File: config.mk
export PLATFORM = sky130hd
export DESIGN_NAME = mem_port_arbiter
export DESIGN_NICKNAME = d
export VERILOG_FILES = /design/src/rtl/mem_port_arbiter.sv
export SDC_FILE = /design/constraint.sdc
export NUM_CORES = 1
export LEC_CHECK = 0
export ABC_AREA = 1
export CAP_MARGIN = 20
export CORE_ASPECT_RATIO = 0.7
export CORE_MARGIN = 2
export CORE_UTILIZATION = 42
export DETAILED_ROUTE_END_ITERATION = 12
export PLACE_DENSITY = 0.78
export SYNTH_ARGS = -nofsm -noshare
export SYNTH_HDL_FRONTEND = slang
export SYNTH_SLANG_ARGS = --single-unit
File: constraint.sdc
create_clock -name clock -period 5.35 [get_ports clock]
set_clock_uncertainty 0.1 [all_clocks]
set_input_delay 0.8025 -clock clock [delete_from_list [all_inputs] [get_ports clock]]
set_output_delay 0.8025 -clock clock [all_outputs]
set_load 0.01 [all_outputs]
File: src/rtl/mem_port_arbiter.sv
// mem_port_arbiter: shares one single-port Memory between instruction fetch and load/store.
// Optional MEM_ARB_ADDR_CHECK_EN rejects latched addresses outside the low 4 KiB window.
module mem_port_arbiter #(
    parameter int ADDR_W        = 32,
    parameter int DATA_W        = 32,
    parameter int STROBE_CYCLES = 1,
    parameter int STARVE_LIMIT  = 4
) (
    input  logic              clock,
    input  logic              reset,
    input  logic              if_req,
    input  logic [ADDR_W-1:0] if_addr,
    output logic              if_ack,
    output logic [DATA_W-1:0] if_rdata,
    input  logic              dm_req,
    input  logic              dm_we,
    input  logic [ADDR_W-1:0] dm_addr,
    input  logic [DATA_W-1:0] dm_wdata,
    output logic              dm_ack,
    output logic [DATA_W-1:0] dm_rdata,
    output logic              err,
    output logic [ADDR_W-1:0] mem_addr,
    output logic              mem_ren,
    output logic              mem_wen,
    output logic [DATA_W-1:0] mem_din,
    input  logic [DATA_W-1:0] mem_dout,
    output logic              busy
);
    localparam int CW = (STROBE_CYCLES > 1) ? $clog2(STROBE_CYCLES) : 1;
    localparam int SW = $clog2(STARVE_LIMIT + 1);
    localparam logic [CW-1:0] STROBE_LAST = CW'(STROBE_CYCLES - 1);
    localparam logic [SW-1:0] STARVE_MAX  = SW'(STARVE_LIMIT);

    typedef enum logic [1:0] {IDLE, SETUP, STROBE, HOLD} state_t;

    state_t            state, state_nxt;
    logic              sel_dm, sel_dm_nxt;
    logic              lat_we, lat_we_nxt;
    logic [CW-1:0]     strobe_cnt, strobe_cnt_nxt;
    logic [SW-1:0]     starve_cnt, starve_cnt_nxt;
    logic [ADDR_W-1:0] mem_addr_nxt;
    logic [DATA_W-1:0] mem_din_nxt, if_rdata_nxt, dm_rdata_nxt;
    logic              mem_ren_nxt, mem_wen_nxt, if_ack_nxt, dm_ack_nxt, err_nxt, busy_nxt;
    logic              elig_if, elig_dm, pick_if, pick_dm, addr_bad;

`ifdef MEM_ARB_ADDR_CHECK_EN
    assign addr_bad = (mem_addr >> 12) != '0;
`else
    assign addr_bad = 1'b0;
`endif

    always_ff @(posedge clock or posedge reset) begin
        if (reset) begin
            state      <= IDLE;
            sel_dm     <= 1'b0;
            lat_we     <= 1'b0;
            strobe_cnt <= '0;
            starve_cnt <= '0;
            mem_addr   <= '0;
            mem_din    <= '0;
            mem_ren    <= 1'b0;
            mem_wen    <= 1'b0;
            if_ack     <= 1'b0;
            dm_ack     <= 1'b0;
            if_rdata   <= '0;
            dm_rdata   <= '0;
            err        <= 1'b0;
            busy       <= 1'b0;
        end else begin
            state      <= state_nxt;
            sel_dm     <= sel_dm_nxt;
            lat_we     <= lat_we_nxt;
            strobe_cnt <= strobe_cnt_nxt;
            starve_cnt <= starve_cnt_nxt;
            mem_addr   <= mem_addr_nxt;
            mem_din    <= mem_din_nxt;
            mem_ren    <= mem_ren_nxt;
            mem_wen    <= mem_wen_nxt;
            if_ack     <= if_ack_nxt;
            dm_ack     <= dm_ack_nxt;
            if_rdata   <= if_rdata_nxt;
            dm_rdata   <= dm_rdata_nxt;
            err        <= err_nxt;
            busy       <= busy_nxt;
        end
    end

    // In HOLD only the port that was not just served may be granted.
    always_comb begin
        elig_if = 1'b0;
        elig_dm = 1'b0;
        if (state == IDLE) begin
            elig_if = if_req;
            elig_dm = dm_req;
        end else if (state == HOLD) begin
            elig_if = if_req && sel_dm;
            elig_dm = dm_req && !sel_dm;
        end
        pick_dm = elig_dm && (!elig_if || starve_cnt != STARVE_MAX);
        pick_if = elig_if && !pick_dm;
    end

    always_comb begin
        state_nxt      = state;
        sel_dm_nxt     = sel_dm;
        lat_we_nxt     = lat_we;
        strobe_cnt_nxt = strobe_cnt;
        starve_cnt_nxt = starve_cnt;
        mem_addr_nxt   = mem_addr;
        mem_din_nxt    = mem_din;
        mem_ren_nxt    = 1'b0;
        mem_wen_nxt    = 1'b0;
        if_ack_nxt     = 1'b0;
        dm_ack_nxt     = 1'b0;
        if_rdata_nxt   = if_rdata;
        dm_rdata_nxt   = dm_rdata;
        err_nxt        = 1'b0;

        case (state)
            IDLE: ;
            SETUP: begin
                if (addr_bad) begin
                    state_nxt = HOLD;
                    err_nxt   = 1'b1;
                    if (sel_dm) begin
                        dm_ack_nxt   = 1'b1;
                        dm_rdata_nxt = '0;
                    end else begin
                        if_ack_nxt   = 1'b1;
                        if_rdata_nxt = '0;
                    end
                end else begin
                    state_nxt      = STROBE;
                    strobe_cnt_nxt = '0;
                    mem_ren_nxt    = !lat_we;
                    mem_wen_nxt    = lat_we;
                end
            end
            STROBE: begin
                if (strobe_cnt == STROBE_LAST) begin
                    state_nxt = HOLD;
                    if (sel_dm) begin
                        dm_ack_nxt   = 1'b1;
                        dm_rdata_nxt = mem_dout;
                    end else begin
                        if_ack_nxt   = 1'b1;
                        if_rdata_nxt = mem_dout;
                    end
                end else begin
                    strobe_cnt_nxt = strobe_cnt + 1'b1;
                    mem_ren_nxt    = !lat_we;
                    mem_wen_nxt    = lat_we;
                end
            end
            HOLD: state_nxt = IDLE;
            default: state_nxt = IDLE;
        endcase

        // A grant latches the payload; later changes on the request inputs are ignored.
        if (pick_dm || pick_if) begin
            state_nxt  = SETUP;
            sel_dm_nxt = pick_dm;
            if (pick_dm) begin
                mem_addr_nxt = dm_addr;
                mem_din_nxt  = dm_wdata;
                lat_we_nxt   = dm_we;
                if (if_req && starve_cnt != STARVE_MAX)
                    starve_cnt_nxt = starve_cnt + 1'b1;
            end else begin
                mem_addr_nxt   = if_addr;
                lat_we_nxt     = 1'b0;
                starve_cnt_nxt = '0;
            end
        end

        busy_nxt = (state_nxt != IDLE);
    end
endmodule
* Word-level counts from Yosys, hierarchy flattened
Cells that the tools add are included.
Storage, ports and cells: bits in registers 141, output and inout port bits 134, word-level logic and storage cells 64
Cells by class: multiplexer cells 23, add/sub/neg operators 2, bitwise operators 2, equal/unequal tests 5, reduce and logical (&&, ||, !) cells 18
Operator list (number):
- 32-bit 2-to-1 mux | 1
- 1-bit 2-to-1 mux | 14
- 3-bit 2-to-1 mux | 2
- 1-bit case mux with 2 select lines | 3
- 2-bit case mux with 3 select lines | 1
- 3-bit AND reduction | 2
- 1-bit logical AND | 5
- 2-bit == test (second input constant) | 2
- 1-bit zero test | 4
- 2-bit 2-to-1 mux | 2
- 2-bit AND reduction | 2
- 2-bit nonzero test | 2
- 3-bit by 1-bit adder with 3-bit output (second input constant) | 1
- 3-bit inequality test (second input constant) | 1
- 2-bit by 1-bit == test with 1-bit output (second input constant) | 1
- 2-bit zero test | 1
- 1-bit logical OR | 2
- 2-bit by 1-bit inequality test with 1-bit output (second input constant) | 1
- 1-bit NOT | 2
- 1-bit adder (second input constant) | 1

* Depth between registers and ports, before layout
depth after elaboration 11, mapped depth 11

* Worst setup path before layout
OpenSTA, ideal clock, no wires.
kind input to register, start input port if_req, end register mem_addr[10], data arrival time 1.385 ns, cell stages on the path 7, setup time 0.124 ns, buffers on the path 2, setup slack 3.740 ns, cell sequence nand3_2 > inv_2 > nor2_4 > buf_6 > buf_6 > nand2_2 > nand3_1
On the way: word-level cells in the longest chain between the ends 9, elaborated cells on any way between the ends 10, those cells by class mux (3); reduce/logical (7)
Ends and longest elaborated chain:
- start: declaration | RTL line 11 | input logic if_req,
- 1-bit logical AND | RTL line 96 | elig_if = if_req && sel_dm;
- 1-bit 2-to-1 mux | RTL line 95 | end else if (state == HOLD) begin
- 1-bit 2-to-1 mux * | RTL line 92 | if (state == IDLE) begin
- 1-bit zero test | RTL line 99 | pick_dm = elig_dm && (!elig_if || starve_cnt != STARVE_MAX);
- 1-bit logical OR | RTL line 99
- 1-bit logical AND | RTL line 99
- 1-bit zero test | RTL line 100 | pick_if = elig_if && !pick_dm;
- 1-bit logical AND | RTL line 100
- 1-bit logical OR | RTL line 160 | if (pick_dm || pick_if) begin
- end signal: assignment | RTL line 75 | mem_addr <= mem_addr_nxt;
- end: declaration | RTL line 22 | output logic [ADDR_W-1:0] mem_addr,
Mark *: on every way between the ends. The rest lies on a longest branch, timed or not. A chain may end at the register's enable or synchronous reset.

* Worst setup path after layout
start input port if_req, end register mem_addr[17]
The elaborated chain is that of the path after synthesis.

==> reports/metrics.yaml <==
status:
  status: "finished clean"
cells_and_area:
  fin_nets: 1013
  nFillCells: 1114
  drive_gt1_share_pct: 7.67
  multiInputGateArea_sq_um: 1840
  stdcell_count: 1071
  seqCellArea_sq_um: 3500
  n_antenna_cell: 0
  syn_to_final_growth_pct: 56.8
sta:
  slew_headroom_pct: 32.0
  setup_viol: 0
  tightestPinTransition_ps: 1020
  post-route-period-util_pct: 46.9
  final-hold-violation-count: 0
  fmax_mhz: 398
  fin_setup_tns_ps: 0
  rsz0062_at_grt: "no"
  setup_slack_ps: 2840
  finalMaxSlewViolations: 0
  period_minus_slack_ps: 2510
detailed_routing:
  ant_nets: 0
  via_per_inst: 4.68
  drt_iter0_markers: 196
  wire_per_inst_um: 15.0
  vias: 5008
  wl_um: 16100
  dr.pass1.iters: 4
  drc: 0
global_routing:
  grt_max_degree: 113
  antenna_found_initial: 0
  overflow: 0
  grt_usage_pct: 22.0
  grt_pass1_wl_um: 25200
  grt_pass1_vias: 4984
critical_path:
  reg2reg_to: "mem_addr[17]"
  crit_slowest_cell: "nor2_4"
  cp.required_ps: 5580
  crit_type: "in -> reg"
  r2r_cells: 10
  crit_arrival_ps: 2740
  critPathLaunch: "if_req"
  r2r_slack_ps: 2910
  timing.rr.start: "state[0]"
  critPathLaunchType: "input port"
  crit_fanout: 35
  cp-endpoint: "mem_addr[17]"
  crit_path_cell_trace: "clkdlybuf4s50_1 > nand3_2 > inv_2 > nor2_4 > buf_4 > nand2_1 > nand3_1"
  critPathMaxStageDelay_ps: 600
  worstSetupEndpointType: "flop"
cts:
  clk_path_buf_depth: 2
  cts-buffers-inserted: 17
  ctsResizeCount: 0
  cts_tree: "done"
  hold_buffers: 0
  cts_setup_buffers: 0
  clk_pin_slew_ps: 60
  root_buffer: "clkbuf_16"
  insertion_delay_ps: 400
  cts_sinks: 140
  htreeDepth: 4
run:
  cap_violations: 0
power:
  pwr-share-clk_pct: 21.3
  power.switching_mw: 1.97
  power-per-cell-area_nw_per_um2: 609
  power_leakage_nw: 4.32
  seqPwrFrac_pct: 34.0
  power.share.switching_pct: 35.6
  p_int_mw: 3.56
  pwr-share-comb_pct: 44.6
  peakVddDrop_mv: 0.265
die:
  start_util_pct: 43.5
  rows: 35
  fp.coreArea_sq_um: 13300
  dieArea_sq_um: 14800
  top_level_ports: 267
  die_h_um: 102
  die_w_um: 144
synthesis:
  synth_top_area_share_pct: 60.5
  yosysWarnings: 0
  yosysTopAreaCell: "dfrtp_1"
  synthCells: 620
  synth.distinct_cells: 23
  avgSynthCellArea_sq_um: 9.34
  synth_nets: 760
  syn-cell-area_sq_um: 5790
  seq_area_frac_synth_pct: 60.5
  synth_top_cells_by_area: "dfrtp_1, nand2_1, o21ai_0"
  synth-seq-cells: 140
placement:
  dp_hpwl_um: 11100
  dp_slack_ps: 2420
  place_inst: 1037
  portBuffers: 265
  gp_congestion: 0.785
min_path:
  worst_hold_path_type: "reg -> reg"
## through the flow
step	instance area (sq um)	util (%)	hold slack, ps	power [mW]
after floorplan	5790	-	321	3.08
after global placement	8440	63.4	345	4.31
after detailed placement	8440	63.4	350	4.37
after CTS	9040	67.9	356	5.57
after global routing	9090	68.3	377	5.92
final	9090	68.3	363	5.53
## logic make-up after synthesis
logic type / Yosys count / share of synthesized area (%)
xor+xnor: 1 / 0.151
buf+inv: 85 / 7.82
simple gates: 320 / 24.2
compound gates: 66 / 5.75
other cells: 1 / 0.0647
flops: 140 / 60.5
fa+ha+maj: 7 / 1.51
## sequential cells by signal, indices dropped and copies added, names as in the netlist
signal      count
mem_din        32
sel_dm          1
busy            1
if_rdata       32
mem_addr       32
dm_ack          1
mem_ren         1
mem_wen         1
if_ack          1
state           2
dm_rdata       32
starve_cnt      3
lat_we          1
## worst min path at each step
stage,slack (ps),depth (start not counted),startpoint,end
2_1_floorplan,320,1,lat_we,mem_ren
3_3_place_gp,340,1,lat_we,mem_ren
3_5_place_dp,350,1,lat_we,mem_ren
4_1_cts,360,1,lat_we,mem_ren
5_1_grt,380,1,lat_we,mem_ren
6_report,360,1,lat_we,mem_ren
## layout make-up
type                       count  share of cell area, %
timing repair buffer         269                   29.9
tap                          185                   2.55
sequential                   140                   38.6
inverter                      50                   2.18
clock buffer                  21                   5.07
multi-input combinational    395                   20.3
clock inverter                11                   1.50
## power groups by stage
stage / clock network (mW) / registers, mW / logic, mW
after floorplan: 0 / 2.09 / 0.984
after global placement: 0 / 1.88 / 2.43
after detailed placement: 0 / 1.88 / 2.49
after CTS: 1.20 / 1.88 / 2.49
after global routing: 1.24 / 1.95 / 2.73
final: 1.18 / 1.88 / 2.47
## cell usage after synthesis, drive strengths merged
cell and count:
buf 27, clkbuf 8, conb 1, dfrtp 140, ha 7, inv 50, nand2 244, nand3 72
nor2 4, o21ai 65, o21bai 1, xor2 1
## metal layers
layer	share of wire, %	global-route usage (%)	wire length, um	up-vias
met5	0	0	0	-
li1	-	-	-	2447
met1	44	29.3	7120	2363
met4	1.3	6.42	217	0
met2	47	35.4	7610	180
met3	7.1	6.56	1150	18
## critical path, delay by kind of cell
kind / cells / cell delay (ps)
buf+inv: 3 / 1000
simple gates: 4 / 930
## layout by cell type, fill, tap and decap left out, types with 5 or more instances in the layout
cell type / Yosys / final
nand3_2: 11 / 11
inv_1: 45 / 44
dfrtp_1: 140 / 140
clkbuf_16: 0 / 17
nand2_1: 230 / 228
nand3_1: 61 / 61
ha_1: 7 / 7
nand2_2: 11 / 13
clkdlybuf4s50_1: 0 / 265
o21ai_0: 65 / 65
clkinv_4: 0 / 5
No activity file was read; power rests on OpenSTA's default activity.
